$ cat src/rtl/me_pkg.sv
// Shared definitions for the motion-estimation MV tracker: default geometry,
// candidate step directions and control states.
package me_pkg;

  localparam int DEF_MACRO_DIM  = 16;
  localparam int DEF_SEARCH_DIM = 48;
  localparam int MV_W           = 6;

  typedef enum logic [1:0] {
    DIR_YM   = 2'd0,
    DIR_YP   = 2'd1,
    DIR_XP   = 2'd2,
    DIR_NONE = 2'd3
  } dir_e;

  typedef enum logic [1:0] {
    ST_IDLE = 2'd0,
    ST_SCAN = 2'd1,
    ST_HOLD = 2'd2
  } state_e;

endpackage

$ cat src/rtl/me_pos_counter.sv
// Search-window position tracker: applies a step per candidate and refuses
// any step that would leave 0..RANGE, flagging it instead.
module me_pos_counter
  import me_pkg::*;
#(
  parameter int RANGE = 32,
  parameter int PW    = 6
) (
  input  logic          clk,
  input  logic          rst_n,
  input  logic          clear,
  input  logic          step,
  input  dir_e          dir,
  output logic [PW-1:0] next_x,
  output logic [PW-1:0] next_y,
  output logic          oob
);

  logic [PW-1:0] pos_x_r;
  logic [PW-1:0] pos_y_r;

  // Candidate position for this cycle; an illegal step leaves it unchanged.
  always_comb begin
    next_x = pos_x_r;
    next_y = pos_y_r;
    oob    = 1'b0;
    if (step) begin
      case (dir)
        DIR_YM: begin
          if (pos_y_r == PW'(0)) oob = 1'b1;
          else                   next_y = pos_y_r - PW'(1);
        end
        DIR_YP: begin
          if (pos_y_r == PW'(RANGE)) oob = 1'b1;
          else                       next_y = pos_y_r + PW'(1);
        end
        DIR_XP: begin
          if (pos_x_r == PW'(RANGE)) oob = 1'b1;
          else                       next_x = pos_x_r + PW'(1);
        end
        default: begin
          next_x = pos_x_r;
          next_y = pos_y_r;
        end
      endcase
    end else begin
      oob = 1'b0;
    end
  end

  // Position registers.
  always_ff @(posedge clk or negedge rst_n) begin
    if (!rst_n) begin
      pos_x_r <= {PW{1'b0}};
      pos_y_r <= {PW{1'b0}};
    end else if (clear) begin
      pos_x_r <= {PW{1'b0}};
      pos_y_r <= {PW{1'b0}};
    end else if (step) begin
      pos_x_r <= next_x;
      pos_y_r <= next_y;
    end
  end

endmodule

$ cat src/rtl/me_mv_tracker.sv
// Tracks the minimum-SAD candidate of a macroblock search and presents the
// resulting motion vector through a valid/ready handshake.
module me_mv_tracker
  import me_pkg::*;
#(
  parameter int MACRO_DIM  = DEF_MACRO_DIM,
  parameter int SEARCH_DIM = DEF_SEARCH_DIM,
  parameter int SAD_W      = 16
) (
  input  logic                    clk,
  input  logic                    rst_n,
  input  logic                    start,
  output logic                    readyi,
  input  logic                    cand_valid,
  input  logic [SAD_W-1:0]        cand_sad,
  input  logic [1:0]              cand_dir,
  input  logic                    done,
  output logic                    valido,
  input  logic                    readyo,
  output logic [SAD_W-1:0]        best_sad,
  output logic signed [MV_W-1:0]  mv_x,
  output logic signed [MV_W-1:0]  mv_y,
  output logic                    err
);

  localparam int RANGE   = SEARCH_DIM - MACRO_DIM;
  localparam int HALF    = RANGE / 2;
  localparam int PW      = $clog2(RANGE + 1);
  localparam int CNT_MAX = (RANGE + 1) * (RANGE + 1);
  localparam int CNT_W   = $clog2(CNT_MAX + 1);

  state_e             state_r;
  logic               readyi_r;
  logic               valido_r;
  logic [SAD_W-1:0]   best_sad_r;
  logic [MV_W-1:0]    mv_x_r;
  logic [MV_W-1:0]    mv_y_r;
  logic               err_r;
  logic [CNT_W-1:0]   cnt_r;

  logic               clear_s;
  logic               step_s;
  logic               better_s;
  logic [PW-1:0]      next_x_s;
  logic [PW-1:0]      next_y_s;
  logic               oob_s;

  // Restart on start in IDLE, or in SCAN when done is not competing with it.
  always_comb begin
    clear_s  = 1'b0;
    step_s   = 1'b0;
    better_s = 1'b0;
    case (state_r)
      ST_IDLE: clear_s = start;
      ST_SCAN: begin
        if (start && !done) begin
          clear_s = 1'b1;
        end else begin
          step_s = cand_valid;
        end
      end
      default: clear_s = 1'b0;
    endcase
    if (step_s && ((cnt_r == CNT_W'(0)) || (cand_sad < best_sad_r))) begin
      better_s = 1'b1;
    end else begin
      better_s = 1'b0;
    end
  end

  me_pos_counter #(
    .RANGE (RANGE),
    .PW    (PW)
  ) u_pos (
    .clk    (clk),
    .rst_n  (rst_n),
    .clear  (clear_s),
    .step   (step_s),
    .dir    (dir_e'(cand_dir)),
    .next_x (next_x_s),
    .next_y (next_y_s),
    .oob    (oob_s)
  );

  // Control FSM with registered handshake and result outputs.
  always_ff @(posedge clk or negedge rst_n) begin
    if (!rst_n) begin
      state_r    <= ST_IDLE;
      readyi_r   <= 1'b1;
      valido_r   <= 1'b0;
      best_sad_r <= {SAD_W{1'b1}};
      mv_x_r     <= {MV_W{1'b0}};
      mv_y_r     <= {MV_W{1'b0}};
      err_r      <= 1'b0;
      cnt_r      <= {CNT_W{1'b0}};
    end else begin
      if (clear_s) begin
        best_sad_r <= {SAD_W{1'b1}};
        mv_x_r     <= {MV_W{1'b0}};
        mv_y_r     <= {MV_W{1'b0}};
        err_r      <= 1'b0;
        cnt_r      <= {CNT_W{1'b0}};
      end else if (step_s) begin
        if (cnt_r != CNT_W'(CNT_MAX)) cnt_r <= cnt_r + CNT_W'(1);
        if (oob_s) err_r <= 1'b1;
        if (better_s) begin
          best_sad_r <= cand_sad;
          mv_x_r     <= MV_W'(next_x_s) - MV_W'(HALF);
          mv_y_r     <= MV_W'(next_y_s) - MV_W'(HALF);
        end
      end

      case (state_r)
        ST_IDLE: begin
          if (start) begin
            state_r  <= ST_SCAN;
            readyi_r <= 1'b0;
          end
        end
        ST_SCAN: begin
          if (done) begin
            state_r  <= ST_HOLD;
            valido_r <= 1'b1;
          end
        end
        ST_HOLD: begin
          if (valido_r && readyo) begin
            state_r  <= ST_IDLE;
            valido_r <= 1'b0;
            readyi_r <= 1'b1;
          end
        end
        default: begin
          state_r  <= ST_IDLE;
          valido_r <= 1'b0;
          readyi_r <= 1'b1;
        end
      endcase
    end
  end

  assign readyi   = readyi_r;
  assign valido   = valido_r;
  assign best_sad = best_sad_r;
  assign mv_x     = mv_x_r;
  assign mv_y     = mv_y_r;
  assign err      = err_r;

endmodule

$ cat config.mk
export PLATFORM = sky130hd
export DESIGN_NAME = me_mv_tracker
export DESIGN_NICKNAME = d
export VERILOG_FILES = /design/src/rtl/me_pkg.sv /design/src/rtl/me_pos_counter.sv /design/src/rtl/me_mv_tracker.sv
export SDC_FILE = /design/constraint.sdc
export NUM_CORES = 1
export LEC_CHECK = 0
export CAP_MARGIN = 20
export CORE_MARGIN = 2
export CORE_UTILIZATION = 49
export DETAILED_ROUTE_END_ITERATION = 12
export GPL_ROUTABILITY_DRIVEN = 1
export HOLD_SLACK_MARGIN = 0.05
export MAX_ROUTING_LAYER = met4
export PLACE_DENSITY = 0.77
export SETUP_SLACK_MARGIN = 0.2
export SLEW_MARGIN = 20
export SYNTH_ARGS = -nofsm -noshare
export SYNTH_HDL_FRONTEND = slang
export SYNTH_SLANG_ARGS = --single-unit
$ cat constraint.sdc
create_clock -name clk -period 2.7 [get_ports clk]
set_clock_uncertainty 0.05 [all_clocks]
set_input_delay 0.81 -clock clk [delete_from_list [all_inputs] [get_ports clk]]
set_output_delay 0.81 -clock clk [all_outputs]
set_load 0.05 [all_outputs]
==> run summary, run 1 <==
Status = finished, violations left
Failing checks = negative setup slack
Worst setup path class = input port to flip-flop
Die area = 0.00775 mm²
Async set-reset flop share out of synthesis = 100%
Netlist Area Pre-Place = 0.00346 mm²
FF+latch count, synth = 56
Worst setup SP type = input port
Vias/cell = 6.26
Final Setup Violations = 27
Gr usage total = 31.1%
Slowest CP cell = a311o_2
Core area = 0.00683 mm²
Initial antenna violation count = 0
Total grt overflow = 0
Leak Pwr = 0.00215 µW
CP Data Arrival Time = 3030 ps
Max clock buf depth = 2
First-pass GRT wire length = 17.8 mm
MaxCap Viol Count = 0
Relative slew slack = 64.4%
Reg2reg start = best_sad[5]
Initial core utilization = 50.7%
Min Hold Slack = 431 ps
Post-Synthesis Cells = 366
Post-synth EDFFs = 0
Cell variety after synth = 65
Sequential share of the synthesized area = 41.1%
Initial DRC Count = 407
Worst-Skew Late Latency = 320 ps
Total wire length = 12.5 mm
Wire per inst = 22.1 µm
Total power draw = 5270 µW
Length of routed met3 wiring = 864 µm
Number of routed nets with antenna violations = 0
Final hold viol count = 0
Period utilisation layout = 105%
Met2 Routed Length = 6.37 mm
Clock Sink Count = 56
Mean Syn Cell Area = 9.46 µm²
Area occupied by multi-input gates = 0.00235 mm²
Ys flop type = dfrtp_1
Largest net degree at the start of global routing = 57
Yosys Warn Count = 0
Row cnt = 30
PwrDens = 1020 mW/mm²
Fin crit period = 2840 ps
Tightest Pin Transition = 536 ps
Fmax = 352 MHz
Cell mode on critical path = buf_6
Worst vdd ir = 0.000424 V
Synth top area cells = dfrtp_1, dfstp_2, ha_1, a21oi_1, a41oi_1
Critical Path Start = cand_sad[5]
Worst-path clk slew = 110 ps
Die Width = 88.0 µm
DP Worst Slack = -661 ps
# H-tree levels = 2
Crit-path cells = buf_6 > ha_4 > a211oi_2 > o21bai_1 > or3b_4 > a311o_2 > buf_6 > buf_12 > buf_16 > a41oi_2
Crit-path max FO = 7
Setup crit end kind = flip-flop
GPL Wtd Cong = 0.828
TritonCTS buffer count = 5
Register area = 0.00142 mm²
Top layer in use = met4
DRC viols = 0
Fin util = 75.9%
Fin Setup TNS = -2170 ps
# fillers = 420
Cell with the most instances after synthesis = dfrtp_1
# IOs = 55
Synth Net Count = 412
M1 WL = 4.56 mm
Die H = 88.0 µm
Slew Viols, Final = 0
P&R area growth vs syn = 49.8%
Top cells by count, synth = dfrtp_1, a21oi_1, nand2_1
Worst Slack Setup Final = -139 ps
Cell type with the largest total area after synthesis = dfrtp_1
Worst hold path class = input port to async pin
CP Data Required Time = 2890 ps
Critical path's largest stage delay = 450 ps
Share of cells above drive strength 1 = 37.6%
Via Count = 3528
Vias in the first global route = 3491
Nets = 513
Yosys top cell area share = 28.2%
Root buffer selected by CTS = clkbuf_8
DP Wirelength = 6.21 mm
# port buffers = 54
Diode count = 0
First-pass DRT Iterations = 7
RSZ-0062 raised after global routing = yes
CTS tree = done
==> layer usage <==
layer  GRT usage (%)  vias up
met5               -        -
met4            15.3        0
met3            5.00       68
met2            51.4      221
met1            36.9     1714
li1                -     1525
==> sequential cells by signal, summed over array words and instances, names as in the netlist <==
signal and count:
readyi 1, valido 1, cnt_r 11, u_pos.pos_x_r 6, u_pos.pos_y_r 6, err 1
mv_y 6, state_r 2, best_sad 16, mv_x 6
==> cells in the final DEF, fill, tap and decap left out, types with 5 or more instances in the layout <==
cell type         n
a21oi_1          15
a21oi_2          10
a21oi_4           9
a41oi_2          15
and2_1            5
buf_4            45
buf_6             9
clkbuf_8          5
clkdlybuf4s50_1  20
dfrtp_1          39
dfstp_2          17
dlygate4sd2_1    25
ha_1             11
ha_4             10
inv_1            23
mux2i_1           6
nand2_1          27
nand2b_1          5
nand3_1          13
nor2_1           25
nor3_2            5
o21ai_0          18
or3_1             7
xnor2_1           9
==> path summary, 6_finish.rpt <==
kind / to / slack [ps] / depth (start not counted)
min in group clk: readyi / 450 / 2
setup / recovery: best_sad[13] / -140 / 10
hold reg to reg: readyi / 450 / 2
max in group asynchronous: best_sad[4] / 1880 / 2
hold / removal: mv_y[4] / 430 / 2
setup reg to reg: best_sad[13] / -130 / 10
==> critical path, delay by kind of cell <==
kind	cells	cell delay, ps
buf+inv	4	520
simple gates	1	420
fa+ha+maj	1	240
compound gates	4	1030
==> per-stage QoR <==
step,cells,instance area [µm²]
global route,564,5180
CTS,562,5000
global placement,543,4390
finish,564,5180
floorplan,366,3490
detailed placement,543,4390
==> logic make-up (layout without fill, tap and decap cells) <==
group                      after synthesis  count (layout)  synth area share [%]
AOI/OAI and AO/OA                      100             100                  19.8
xor gates and xnor gates                12              12                  3.04
adders and majority gates               22              22                  7.95
buffers and inverters                   45             147                  6.18
DFF                                     56              56                  41.1
muxes                                   10              10                  3.22
and+or+nand+nor                        121             121                  18.7
==> area by class of cell <==
type,instances,area share [%]
sequential,56,27.4
timing repair buffer,115,21.2
clock inverter,1,0.0965
tap,96,2.32
multi-input combinational,265,45.3
clock buffer,7,1.88
inverter,24,1.74
==> power by group <==
part | internal (µW) | leakage, µW | switching [µW] | total (µW)
logic | 1350 | 0.00139 | 2030 | 3380
clock network | 239 | 0.0000534 | 289 | 528
registers | 1150 | 0.000708 | 210 | 1360
==> timing repair <==
item	in CTS	in global routing
hold buffers	0	0
setup buffers	8	2
resized for setup	119	34
pin swaps	38	12
endpoints found under the setup margin	52	39
gates cloned	3	0
(Power assumes the default switching activity.)
==> run 2: changes to the inputs <==
--- a/config.mk
+++ b/config.mk
@@ -9,7 +9,7 @@
 export CORE_MARGIN = 2
 export CORE_UTILIZATION = 49
 export DETAILED_ROUTE_END_ITERATION = 12
-export GPL_ROUTABILITY_DRIVEN = 1
+export GPL_ROUTABILITY_DRIVEN = 0
 export HOLD_SLACK_MARGIN = 0.05
 export MAX_ROUTING_LAYER = met4
 export PLACE_DENSITY = 0.77
==> results of run 2 <==
Same layout as run 1: the final DEF is identical, and so are final timing and power.
